### src/rtl/pma_rx_comma_aligner.sv
// Bit-rate deserializer that locks 10-bit symbol boundaries onto K28.5 commas; 1-cycle output latency.
// No backpressure (streaming). Optional lock loss on repeated off-boundary commas: PMA_RX_LOCK_LOSS_EN.
module pma_rx_comma_aligner #(
    parameter int DATA_WIDTH   = 10,
    parameter int MISALIGN_MAX = 4
) (
    input  logic                  Bit_Rate_Clk,
    input  logic                  Rst,
    input  logic                  Ser_in,
    input  logic                  RxPolarity,
    output logic [DATA_WIDTH-1:0] Data_out,
    output logic                  Data_valid,
    output logic                  K285,
    output logic                  Lock
);

    localparam logic [DATA_WIDTH-1:0] COMMA_N = DATA_WIDTH'(10'h17C);
    localparam logic [DATA_WIDTH-1:0] COMMA_P = DATA_WIDTH'(10'h283);
    localparam logic [3:0]            CNT_LAST = 4'(DATA_WIDTH - 1);

    // Only a 10-bit symbol and a non-zero misalign threshold make sense here.
    if (DATA_WIDTH != 10 || MISALIGN_MAX < 1) begin : g_bad_cfg
        $error("pma_rx_comma_aligner: unsupported DATA_WIDTH/MISALIGN_MAX");
    end

    typedef enum logic {
        SEARCH  = 1'b0,
        ALIGNED = 1'b1
    } state_t;

    state_t                r_state, w_state_nxt;
    logic [DATA_WIDTH-1:0] r_win,   w_win_nxt;
    logic [DATA_WIDTH-1:0] r_dout,  w_dout_nxt;
    logic [3:0]            r_cnt,   w_cnt_nxt;
    logic                  r_vld,   w_vld_nxt;
    logic                  r_k,     w_k_nxt;
    logic                  r_lock,  w_lock_nxt;
    logic                  w_bit;
    logic                  w_match;
    logic                  w_bnd;

`ifdef PMA_RX_LOCK_LOSS_EN
    localparam int MW = $clog2(MISALIGN_MAX + 1);
    logic [MW-1:0] r_mis, w_mis_nxt;
`endif

    assign w_bit   = Ser_in ^ RxPolarity;
    assign w_match = (r_win == COMMA_N) || (r_win == COMMA_P);
    assign w_bnd   = (r_cnt == CNT_LAST);

    always_comb begin
        w_win_nxt   = {w_bit, r_win[DATA_WIDTH-1:1]};
        w_state_nxt = r_state;
        w_cnt_nxt   = r_cnt;
        w_dout_nxt  = r_dout;
        w_vld_nxt   = 1'b0;
        w_k_nxt     = r_k;
        w_lock_nxt  = r_lock;
`ifdef PMA_RX_LOCK_LOSS_EN
        w_mis_nxt   = r_mis;
`endif
        case (r_state)
            SEARCH: begin
                w_lock_nxt = 1'b0;
                if (w_match) begin
                    w_dout_nxt  = r_win;
                    w_vld_nxt   = 1'b1;
                    w_k_nxt     = 1'b1;
                    w_lock_nxt  = 1'b1;
                    w_cnt_nxt   = 4'd0;
                    w_state_nxt = ALIGNED;
                end
            end
            ALIGNED: begin
                if (w_bnd) begin
                    w_dout_nxt = r_win;
                    w_vld_nxt  = 1'b1;
                    w_k_nxt    = w_match;
                    w_cnt_nxt  = 4'd0;
`ifdef PMA_RX_LOCK_LOSS_EN
                    if (w_match) begin
                        w_mis_nxt = '0;
                    end
`endif
                end else begin
                    w_cnt_nxt = r_cnt + 4'd1;
`ifdef PMA_RX_LOCK_LOSS_EN
                    // Reaching the threshold drops lock immediately; the counter never rests at MAX.
                    if (w_match) begin
                        if (r_mis == MW'(MISALIGN_MAX - 1)) begin
                            w_mis_nxt   = '0;
                            w_lock_nxt  = 1'b0;
                            w_state_nxt = SEARCH;
                        end else begin
                            w_mis_nxt = r_mis + MW'(1);
                        end
                    end
`endif
                end
            end
            default: w_state_nxt = SEARCH;
        endcase
    end

    always_ff @(posedge Bit_Rate_Clk) begin
        if (Rst) begin
            r_state <= SEARCH;
            r_win   <= '0;
            r_dout  <= '0;
            r_cnt   <= 4'd0;
            r_vld   <= 1'b0;
            r_k     <= 1'b0;
            r_lock  <= 1'b0;
`ifdef PMA_RX_LOCK_LOSS_EN
            r_mis   <= '0;
`endif
        end else begin
            r_state <= w_state_nxt;
            r_win   <= w_win_nxt;
            r_dout  <= w_dout_nxt;
            r_cnt   <= w_cnt_nxt;
            r_vld   <= w_vld_nxt;
            r_k     <= w_k_nxt;
            r_lock  <= w_lock_nxt;
`ifdef PMA_RX_LOCK_LOSS_EN
            r_mis   <= w_mis_nxt;
`endif
        end
    end

    assign Data_out   = r_dout;
    assign Data_valid = r_vld;
    assign K285       = r_k;
    assign Lock       = r_lock;

endmodule

### config.mk
export PLATFORM = sky130hd
export DESIGN_NAME = pma_rx_comma_aligner
export DESIGN_NICKNAME = d
export VERILOG_FILES = /design/src/rtl/pma_rx_comma_aligner.sv
export SDC_FILE = /design/constraint.sdc
export NUM_CORES = 1
export LEC_CHECK = 0
export BUFFER_PORTS_ARGS = -buffer_cell sky130_fd_sc_hd__buf_2
export CAP_MARGIN = 5
export CORE_UTILIZATION = 48
export CTS_CLUSTER_DIAMETER = 80
export DETAILED_ROUTE_END_ITERATION = 10
export PLACE_DENSITY = 0.76
export REMOVE_ABC_BUFFERS = 1
export SYNTH_ARGS = -nofsm -noshare
export SYNTH_HDL_FRONTEND = slang
export SYNTH_SLANG_ARGS = --single-unit
### constraint.sdc
create_clock -name Bit_Rate_Clk -period 4 [get_ports Bit_Rate_Clk]
set_clock_uncertainty 0.05 [all_clocks]
set_input_delay 0 -clock Bit_Rate_Clk [delete_from_list [all_inputs] [get_ports Bit_Rate_Clk]]
set_output_delay 0 -clock Bit_Rate_Clk [all_outputs]
set_load 0.005 [all_outputs]
==> flow_metrics.tcl <==
set metrics [dict create \
    die_area_mm2 0.002509 \
    nFillCells 195 \
    irDropWorstVdd_mv 0.2347 \
    layout_common_cells "28 x dfxtp_1, 19 x nor2b_1, 16 x buf_2, 8 x mux2_4, 5 x nor2_1" \
    fp-row-count 17 \
    initial_core_util 0.5066 \
    finalPower_mw 0.4247 \
    drt-pass1-iter-count 4 \
    place_inst 138 \
    worstHoldPathCells 2 \
    clk_latency_ns 0.31 \
    clk_pin_slew_ns 0.14 \
    portBuffers 16 \
    final_cell_area_mm2 0.001255 \
    htreeDepth 1 \
    syn_inst 99 \
    synth_cell_types 32 \
    vias 735 \
    die_h_um 50.09 \
    finalSetupTns_ns 0 \
    cts_tree "built" \
    netlist_area_mm2 0.001110 \
    finalHoldViolCount 0 \
    drive_gt1_frac 0.3017 \
    vias_per_cell 5.104 \
    synth_top_cell_by_area "dfxtp_1" \
    yosys_warnings 0 \
    antenna_found_initial 0 \
    cp_max_fo 11 \
    core_mm2 0.002191 \
    min_to "r_state" \
    power_density_mw_per_mm2 338.4 \
    min-delay-start "Rst" \
    synth_seq_cells 28 \
    finalCriticalPeriod_ns 1.908 \
    pin_count 17 \
    final_common_cell "dfxtp_1" \
    ff2ff_setup_slack_ns 2.09 \
    place_congestion 0.7292 \
    fin_crit_sh 0.4769 \
    final_nets 123 \
    grt_pass1_vias 741 \
    antenna_cells 0 \
    cp.required_ns 4.17 \
    r2r_end "Data_out[1]" \
    drv_cap 0 \
    grt_use_total 0.1656 \
    wl_per_cell_um 12.21 \
    clock_path_buffers 2 \
    setup_viol 0 \
    placed_area_mm2 0.001199 \
    cpMaxStageDelayCell "a31o_2" \
    cts_root_buf "clkbuf_4" \
    p_leak_nw 0.5655 \
    grt_pass1_wl_um 3194 \
    timing.fmax_ghz 0.5242 \
    cts_buffers 3 \
    worstSetupEndpointType "flip-flop" \
    worstPathCellList "inv_1, ha_1, nand3b_1, and2_0, a31o_2, mux2_2" \
    cts_num_sinks 28 \
    die_w_um 50.09 \
    overflow 0 \
    synth-seq-area-share 0.5051 \
    rsz0062_at_grt "no" \
    wl_um 1758 \
    grt_start_max_net_pins 29 \
    hpwl_um 1208 \
    cts_resized 0 \
    status "finished clean" \
    rr_startpoint "r_cnt[1]" \
    holdWs_ns 0.07143 \
    critical-path-top-delay-family "compound AO/OA/AOI/OAI gates" \
    cp.arrival_ns 2.08 \
    worstMarginPinSlew_ns 0.4722 \
    r2r_cells 6 \
    critPathLaunchType "flip-flop" \
    drt_iter0_drc 4 \
    route.detailed.drc 0 \
    fin_cells 144 \
    maxSlewHeadroom 0.6852 \
    ant_nets 0 \
    final_util 0.5728 \
    cp.buffers_inverters 1 \
    dp_slack_ns 2.119 \
    synth_top_area_share 0.5051 \
    hold_class "input pin to flip-flop" \
    worst_slack_ns 2.092 \
    slew_viol_final 0 \
    yosys-top-cells-area "dfxtp_1 51%, mux2_4 11%, nor2b_1 11%" \
    max_stage_delay_ns 0.40 \
    area_growth_pct 13.08 \
    postSynthAreaPerCell_um2 11.21 \
    worstSetupPathType "flip-flop to flip-flop" \
]
[cell type report]
type                    count  area, um^2  area share
inverters                   3       11.26    0.008973
well taps                  28       35.03     0.02792
flip-flops and latches     28       560.5      0.4467
repair buffers             18       100.1     0.07976
multi-input cells          63       511.7      0.4078
clock buffers               4       36.28     0.02891
[kinds of logic after synthesis]
| family | synth area share |
|---|---|
| buf+inv | 0.03382 |
| fa+ha+maj | 0.02254 |
| simple gates | 0.2345 |
| compound gates | 0.06879 |
| mux | 0.1274 |
| xor+xnor | 0.007893 |
| flops | 0.5051 |
[worst max-delay path by stage]
stage	from	end	slack, ns	cells past startpoint
6_report	r_cnt[1]	Data_out[1]	2.09	6
5_1_grt	r_cnt[1]	Data_out[1]	1.99	6
4_1_cts	r_cnt[1]	Data_out[1]	2.09	6
3_5_place_dp	r_cnt[1]	Data_out[1]	2.12	6
3_3_place_gp	r_cnt[1]	Data_out[1]	2.16	6
2_1_floorplan	r_cnt[1]	Data_out[1]	2.28	6
[repair_timing]
action                                 CTS  global route
setup buffers                            0             0
endpoints found under the hold margin    1             0
hold buffers                             2             0
[cell usage after synthesis]
| master | n |
|---|---|
| a211oi_1 | 1 |
| clkbuf_1 | 3 |
| nor4bb_1 | 1 |
| nand2_1 | 2 |
| ha_1 | 2 |
| and2_0 | 1 |
| a31o_2 | 3 |
| inv_1 | 3 |
| mux2_4 | 8 |
| o21a_1 | 1 |
| nor2b_1 | 19 |
| a31oi_1 | 1 |
| nor3b_1 | 1 |
| nor4b_2 | 1 |
| mux2i_1 | 1 |
| mux2_2 | 1 |
| nand4_1 | 1 |
| nand3_1 | 1 |
| a211o_1 | 1 |
| buf_6 | 1 |
| a32o_1 | 1 |
| xnor2_1 | 1 |
| and4bb_2 | 2 |
| nand4b_1 | 1 |
| o21ai_0 | 2 |
| and3_1 | 2 |
| nand3b_1 | 1 |
| nor3_1 | 1 |
| nor4_1 | 1 |
| buf_1 | 1 |
| dfxtp_1 | 28 |
| nor2_1 | 5 |
[metal layers]
metal / track usage / wire [um] / vias up
met5: 0 / 0 / -
met4: 0.07619 / 17 / 0
met3: 0.02778 / 54 / 2
met2: 0.2711 / 827 / 10
met1: 0.2086 / 858 / 350
li1: - / - / 373
[power breakdown]
part,switching (mW),leakage [nW],internal (mW),total (mW)
Combinational,0.00691,0.318,0.00551,0.0124
Clock,0.0741,0.0210,0.0555,0.130
Sequential,0.00154,0.226,0.281,0.283
Total,0.0826,0.565,0.342,0.425
[registers in the layout, indices dropped and copies added (netlist names)]
| name | cells |
|---|---|
| K285 | 1 |
| r_cnt | 4 |
| Lock | 1 |
| r_win | 10 |
| r_state | 1 |
| Data_out | 10 |
| Data_valid | 1 |
No activity file was read; power rests on OpenSTA's default activity.
